`src/rtl/conv_stream_multi_k.sv`:
```
// rtl/conv_stream_multi_k.sv - streaming KxK convolution, NUM_K kernels per window
module conv_stream_multi_k #(
  parameter  int DATA_W     = 8,
  parameter  int IMG_WIDTH  = 3,
  parameter  int IMG_HEIGHT = 3,
  parameter  int KSIZE      = 2,
  parameter  int NUM_K      = 2,
  localparam int ACC_W      = 2*DATA_W + $clog2(KSIZE*KSIZE),
  localparam int ROW_W      = $clog2(IMG_HEIGHT),
  localparam int COL_W      = $clog2(IMG_WIDTH)
) (
  input  logic                   clk,
  input  logic                   rst,
  input  logic                   w_valid,
  input  logic [DATA_W-1:0]      w_data,
  output logic                   w_ready,
  input  logic                   reload,
  input  logic                   pix_valid,
  input  logic [DATA_W-1:0]      pix_data,
  output logic                   pix_ready,
  output logic                   out_valid,
  output logic [NUM_K*ACC_W-1:0] out_data,
  output logic [ROW_W-1:0]       out_row,
  output logic [COL_W-1:0]       out_col,
  output logic                   frame_done
);
  localparam int KK     = KSIZE*KSIZE;
  localparam int NSLOT  = NUM_K*KK;
  localparam int SLOT_W = (NSLOT > 1) ? $clog2(NSLOT) : 1;
  localparam int PROD_W = 2*DATA_W;
  localparam logic [SLOT_W-1:0] SLOT_LAST = SLOT_W'(NSLOT-1);
  localparam logic [ROW_W-1:0]  ROW_LAST  = ROW_W'(IMG_HEIGHT-1);
  localparam logic [COL_W-1:0]  COL_LAST  = COL_W'(IMG_WIDTH-1);
  localparam logic [ROW_W-1:0]  ROW_OFS   = ROW_W'(KSIZE-1);
  localparam logic [COL_W-1:0]  COL_OFS   = COL_W'(KSIZE-1);

  typedef enum logic {LOAD, STREAM} state_e;

  state_e                 state_q, state_d;
  logic [SLOT_W-1:0]      slot_q, slot_d;
  logic [DATA_W-1:0]      w_q [NSLOT];
  logic [ROW_W-1:0]       row_q;
  logic [COL_W-1:0]       col_q;
  logic [DATA_W-1:0]      lb_q [KSIZE-1][IMG_WIDTH];
  logic [DATA_W-1:0]      win_q [KSIZE][KSIZE];
  logic                   v0_q, last0_q;
  logic [ROW_W-1:0]       row0_q;
  logic [COL_W-1:0]       col0_q;
  logic                   v1_q, last1_q;
  logic [ROW_W-1:0]       row1_q;
  logic [COL_W-1:0]       col1_q;
  logic [PROD_W-1:0]      prod_q [NSLOT];
  logic [ACC_W-1:0]       sum_d [NUM_K];
  logic                   out_valid_q, frame_done_q;
  logic [NUM_K*ACC_W-1:0] out_data_q;
  logic [ROW_W-1:0]       out_row_q;
  logic [COL_W-1:0]       out_col_q;
  logic                   w_fire, pix_fire, reload_ok, win_ok;

  // Reload only at a frame boundary with nothing in flight, so weights never change under live data
  assign reload_ok = (state_q == STREAM) && reload && (row_q == '0) && (col_q == '0)
                     && !v0_q && !v1_q && !out_valid_q;
  assign w_ready   = (state_q == LOAD);
  assign pix_ready = (state_q == STREAM) && !reload_ok;
  assign w_fire    = w_valid && w_ready;
  assign pix_fire  = pix_valid && pix_ready;
  assign win_ok    = (row_q >= ROW_OFS) && (col_q >= COL_OFS);

  always_comb begin
    state_d = state_q;
    slot_d  = slot_q;
    case (state_q)
      LOAD: begin
        if (w_fire) begin
          if (slot_q == SLOT_LAST) begin
            slot_d  = '0;
            state_d = STREAM;
          end else begin
            slot_d = slot_q + 1'b1;
          end
        end
      end
      STREAM: begin
        if (reload_ok) begin
          slot_d  = '0;
          state_d = LOAD;
        end
      end
      default: state_d = LOAD;
    endcase
  end

  always_ff @(posedge clk or negedge rst) begin
    if (!rst) begin
      state_q <= LOAD;
      slot_q  <= '0;
      for (int i = 0; i < NSLOT; i++) w_q[i] <= '0;
    end else begin
      state_q <= state_d;
      slot_q  <= slot_d;
      if (w_fire) w_q[slot_q] <= w_data;
    end
  end

  // Line buffer j holds, per column, the pixel from j+1 rows above the current one
  always_ff @(posedge clk or negedge rst) begin
    if (!rst) begin
      row_q   <= '0;
      col_q   <= '0;
      v0_q    <= 1'b0;
      last0_q <= 1'b0;
      row0_q  <= '0;
      col0_q  <= '0;
      for (int j = 0; j < KSIZE-1; j++)
        for (int x = 0; x < IMG_WIDTH; x++) lb_q[j][x] <= '0;
      for (int r = 0; r < KSIZE; r++)
        for (int c = 0; c < KSIZE; c++) win_q[r][c] <= '0;
    end else begin
      v0_q <= pix_fire && win_ok;
      if (pix_fire) begin
        last0_q <= (row_q == ROW_LAST) && (col_q == COL_LAST);
        row0_q  <= row_q - ROW_OFS;
        col0_q  <= col_q - COL_OFS;
        if (col_q == COL_LAST) begin
          col_q <= '0;
          row_q <= (row_q == ROW_LAST) ? '0 : row_q + 1'b1;
        end else begin
          col_q <= col_q + 1'b1;
        end
        lb_q[0][col_q] <= pix_data;
        for (int j = 1; j < KSIZE-1; j++) lb_q[j][col_q] <= lb_q[j-1][col_q];
        for (int r = 0; r < KSIZE; r++)
          for (int c = 0; c < KSIZE-1; c++) win_q[r][c] <= win_q[r][c+1];
        for (int r = 0; r < KSIZE-1; r++) win_q[r][KSIZE-1] <= lb_q[KSIZE-2-r][col_q];
        win_q[KSIZE-1][KSIZE-1] <= pix_data;
      end
    end
  end

  always_ff @(posedge clk or negedge rst) begin
    if (!rst) begin
      v1_q    <= 1'b0;
      last1_q <= 1'b0;
      row1_q  <= '0;
      col1_q  <= '0;
      for (int i = 0; i < NSLOT; i++) prod_q[i] <= '0;
    end else begin
      v1_q <= v0_q;
      if (v0_q) begin
        last1_q <= last0_q;
        row1_q  <= row0_q;
        col1_q  <= col0_q;
        for (int k = 0; k < NUM_K; k++)
          for (int r = 0; r < KSIZE; r++)
            for (int c = 0; c < KSIZE; c++)
              prod_q[k*KK + r*KSIZE + c] <= PROD_W'(w_q[k*KK + r*KSIZE + c]) * PROD_W'(win_q[r][c]);
      end
    end
  end

  always_comb begin
    for (int k = 0; k < NUM_K; k++) begin
      sum_d[k] = '0;
      for (int t = 0; t < KK; t++) sum_d[k] = sum_d[k] + ACC_W'(prod_q[k*KK + t]);
    end
  end

  always_ff @(posedge clk or negedge rst) begin
    if (!rst) begin
      out_valid_q  <= 1'b0;
      frame_done_q <= 1'b0;
      out_data_q   <= '0;
      out_row_q    <= '0;
      out_col_q    <= '0;
    end else begin
      out_valid_q  <= v1_q;
      frame_done_q <= v1_q && last1_q;
      if (v1_q) begin
        out_row_q <= row1_q;
        out_col_q <= col1_q;
        for (int k = 0; k < NUM_K; k++) out_data_q[k*ACC_W +: ACC_W] <= sum_d[k];
      end
    end
  end

  assign out_valid  = out_valid_q;
  assign frame_done = frame_done_q;
  assign out_data   = out_data_q;
  assign out_row    = out_row_q;
  assign out_col    = out_col_q;
endmodule

```
`config.mk`:
```
export PLATFORM = sky130hd
export DESIGN_NAME = conv_stream_multi_k
export DESIGN_NICKNAME = d
export VERILOG_FILES = /design/src/rtl/conv_stream_multi_k.sv
export SDC_FILE = /design/constraint.sdc
export NUM_CORES = 2
export LEC_CHECK = 0
export ABC_AREA = 1
export ABC_CLOCK_PERIOD_IN_PS = 7800
export CAP_MARGIN = 20
export CORE_AREA = 4 4 296 298
export DETAILED_ROUTE_END_ITERATION = 8
export DIE_AREA = 0 0 300 302
export HOLD_SLACK_MARGIN = 0.03
export PLACE_DENSITY = 0.57
export SKIP_CTS_REPAIR_TIMING = 1
export SLEW_MARGIN = 25
export SYNTH_ARGS = -nofsm -noshare
export SYNTH_HDL_FRONTEND = slang
export SYNTH_SLANG_ARGS = --single-unit
```
`constraint.sdc`:
```
create_clock -name clk -period 7.8 [get_ports clk]
set_input_delay 1.17 -clock clk [delete_from_list [all_inputs] [get_ports clk]]
set_output_delay 1.17 -clock clk [all_outputs]
set_load 0.02 [all_outputs]
```
==> out/metrics.cfg <==
[synthesis]
yosysTopAreaCell = dfrtp_1
synth.avg_cell_area_um2 = 7.343
async_reset_ff_share_pct = 100.0
synth_top_flop_cell = dfrtp_1
ys_ff_latch = 310
post-synth-top-count-cell = nand2_1
synth_edf_count = 0
synth_warnings = 0
syn_inst = 4584
yosys.area.top_type_share_pct = 23.05
synth.distinct_cells = 37
ys_seq_area_share_pct = 23.05
synth_area_leaders = dfrtp_1 (23%), fa_1 (21%), nand2_1 (17%), ha_1 (12%), inv_1 (12%)
synth_nets = 5290
synth_area_um2 = 33660
synth_common_cells = nand2_1 (1493), inv_1 (1104), fa_1 (352)

[status]
run_status = complete, no violations

[clock_tree]
cts_buffers = 40
insertion_delay_ns = 0.60
path_clk_slew_ns = 0.06
clockBufferDepth = 3
cts_tree = yes
cts_sinks = 310
cts-root-buf = clkbuf_16
htree_levels = 2

[setup_path]
crit_arrival_ns = 4.96
required_ns = 8.33
path_delay_family = adder cells
path_max_fanout = 18
r2r_cells = 16
end_kind = flop
crit_chain = nand2_1 > fa_1 > fa_1 > inv_1 > fa_1 > inv_1 > fa_1 > inv_1 > ha_1 > nand2_1 > a21oi_1 > o21ai_0 > nand3_1 > nand2_1 > nand3_1 > nand2_1
regToRegEndpoint = prod_q[44]
cpPeakStageDelay_ns = 0.98
crit_path_top_delay_cell = dfrtp_1
reg2reg_from = win_q[21]
worstSetupPathType = reg2reg
start_kind = flop
ff2ff_setup_slack_ns = 3.37
critPathBufInv = 3

[die]
die_w_um = 300
core_area_um2 = 84880
die_h_um = 302
die_area_um2 = 90600
start_util_pct = 39.66
ios = 65
num_rows = 107

[sta]
hold_ws_ns = 0.4728
setup_tns_ns = 0
clock.fmax_mhz = 225.5
skew_ns = 0.04856
slew_viol_final = 0
min_period_ns = 4.435
relSlewSlack_pct = 33.50
period_share_pct = 56.86
hold_viol_final = 0
setup_viol = 0
tightest_slew_ns = 0.9975
rsz0062_at_grt = false

[cells_and_area]
instances_no_fill = 5688
nNetsFinal = 5218
areaGrowthSynthToFinish_pct = 8.475
layout-drive-gt1-share_pct = 2.378
fin_area_um2 = 36510

[worst_hold_path]
hold_end = out_row[1]
hp-class = reg2reg
holdPathStages = 2
min-delay-start = out_row[1]

[placement]
io_buffers = 64
place_inst = 5614
placed_cell_area_um2 = 35030
dp_hpwl_mm = 68.44
place_congestion = 0.8831

[drt]
firstDrtPassIters = 5
drt-total-wl_mm = 87.58
routed_via_density = 4.725
drtIter0Drc = 1680
postRouteAntennaNets = 0
wl_per_cell_um = 15.40
drc_errors = 0
vias = 26880

[global_routing]
grt_overflow = 0
grt_pass1_wl_mm = 143.2
grt_pass1_vias = 26560
grt_usage_pct = 19.80
antenna_found_initial = 3
grt_max_degree = 135

[job]
maxCapViolCount = 0

[layout make-up]
class | count | area (um2)
tap | 1144 | 1431
antenna | 2 | 5.005
timing repair buffer | 72 | 730.7
sequential | 310 | 7761
clock inverter | 22 | 356.6
fill | 8843 | 48370
clock buffer | 50 | 1119
inverter | 1111 | 4174
multi-input combinational | 2977 | 20940
[registers in the layout, indices dropped and copies added (netlist names), 2 cells and up]
name      count
col0_q        2
col1_q        2
col_q         2
lb_q         24
out_col       2
out_data     36
out_row       2
prod_q      128
row0_q        2
row1_q        2
row_q         2
slot_q        3
w_q          64
win_q        32
[per-layer routing]
layer	up-vias	share of wire, %	track usage [%]
met1	12830	47	28.19
met2	559	44	31.60
li1	13400	-	-
met4	0	2.0	4.004
met5	-	0	0
met3	87	6.7	3.904
[cell families after synthesis]
group / after synthesis / synth area share [%]
adder cells (fa/ha/maj): 685 / 33.31
XOR/XNOR: 35 / 0.9107
AND/OR/NAND/NOR: 1943 / 23.08
buffers and inverters: 1297 / 14.76
flip-flops: 310 / 23.05
AO/OA/AOI/OAI: 314 / 4.888
[tightest hold or removal path: stages (launching register included)]
cell and delay [ns]:
dfrtp_1 0.34, nand2_1 0.05, nand2_1 0.04
[worst max path at each step]
stage / slack [ns] / to / from / depth (start not counted)
2_1_floorplan: 3.75 / prod_q[76] / win_q[2] / 17
3_3_place_gp: 3.41 / prod_q[46] / win_q[18] / 16
3_5_place_dp: 3.33 / prod_q[44] / win_q[18] / 16
4_1_cts: 3.33 / prod_q[44] / win_q[18] / 16
5_1_grt: 3.09 / prod_q[76] / win_q[5] / 15
6_report: 3.37 / prod_q[44] / win_q[21] / 16
[metrics by stage]
stage | worst slack [ns] | util (%)
global placement | 3.407 | 41.27
finish | 3.365 | 43.02
global route | 3.088 | 43.01
floorplan | 3.749 | -
detailed placement | 3.332 | 41.27
CTS | 3.328 | 43.01
[cell usage in the layout, fill, tap and decap left out, drive strengths merged]
cell type | synthesis | final
buf | 34 | 9
a31oi | 2 | 2
nand3b | 4 | 4
clkbuf | 152 | 50
clkinv | 2 | 9
bufinv | 0 | 8
a22oi | 8 | 8
dfrtp | 310 | 310
clkdlybuf4s50 | 0 | 63
nand4 | 38 | 38
fa | 352 | 352
nand3 | 194 | 194
o21bai | 8 | 8
nor3 | 13 | 13
o21ai | 181 | 181
inv | 1109 | 1114
and2 | 1 | 1
nor2 | 190 | 190
a21oi | 107 | 107
diode | 0 | 2
ha | 333 | 333
nand2 | 1498 | 1498
clkinvlp | 0 | 2
or2 | 5 | 5
a21o | 8 | 8
xnor2 | 35 | 35
Power is not shown: default switching activity piles up to over one toggle a cycle in this logic, so the estimate is an artifact.
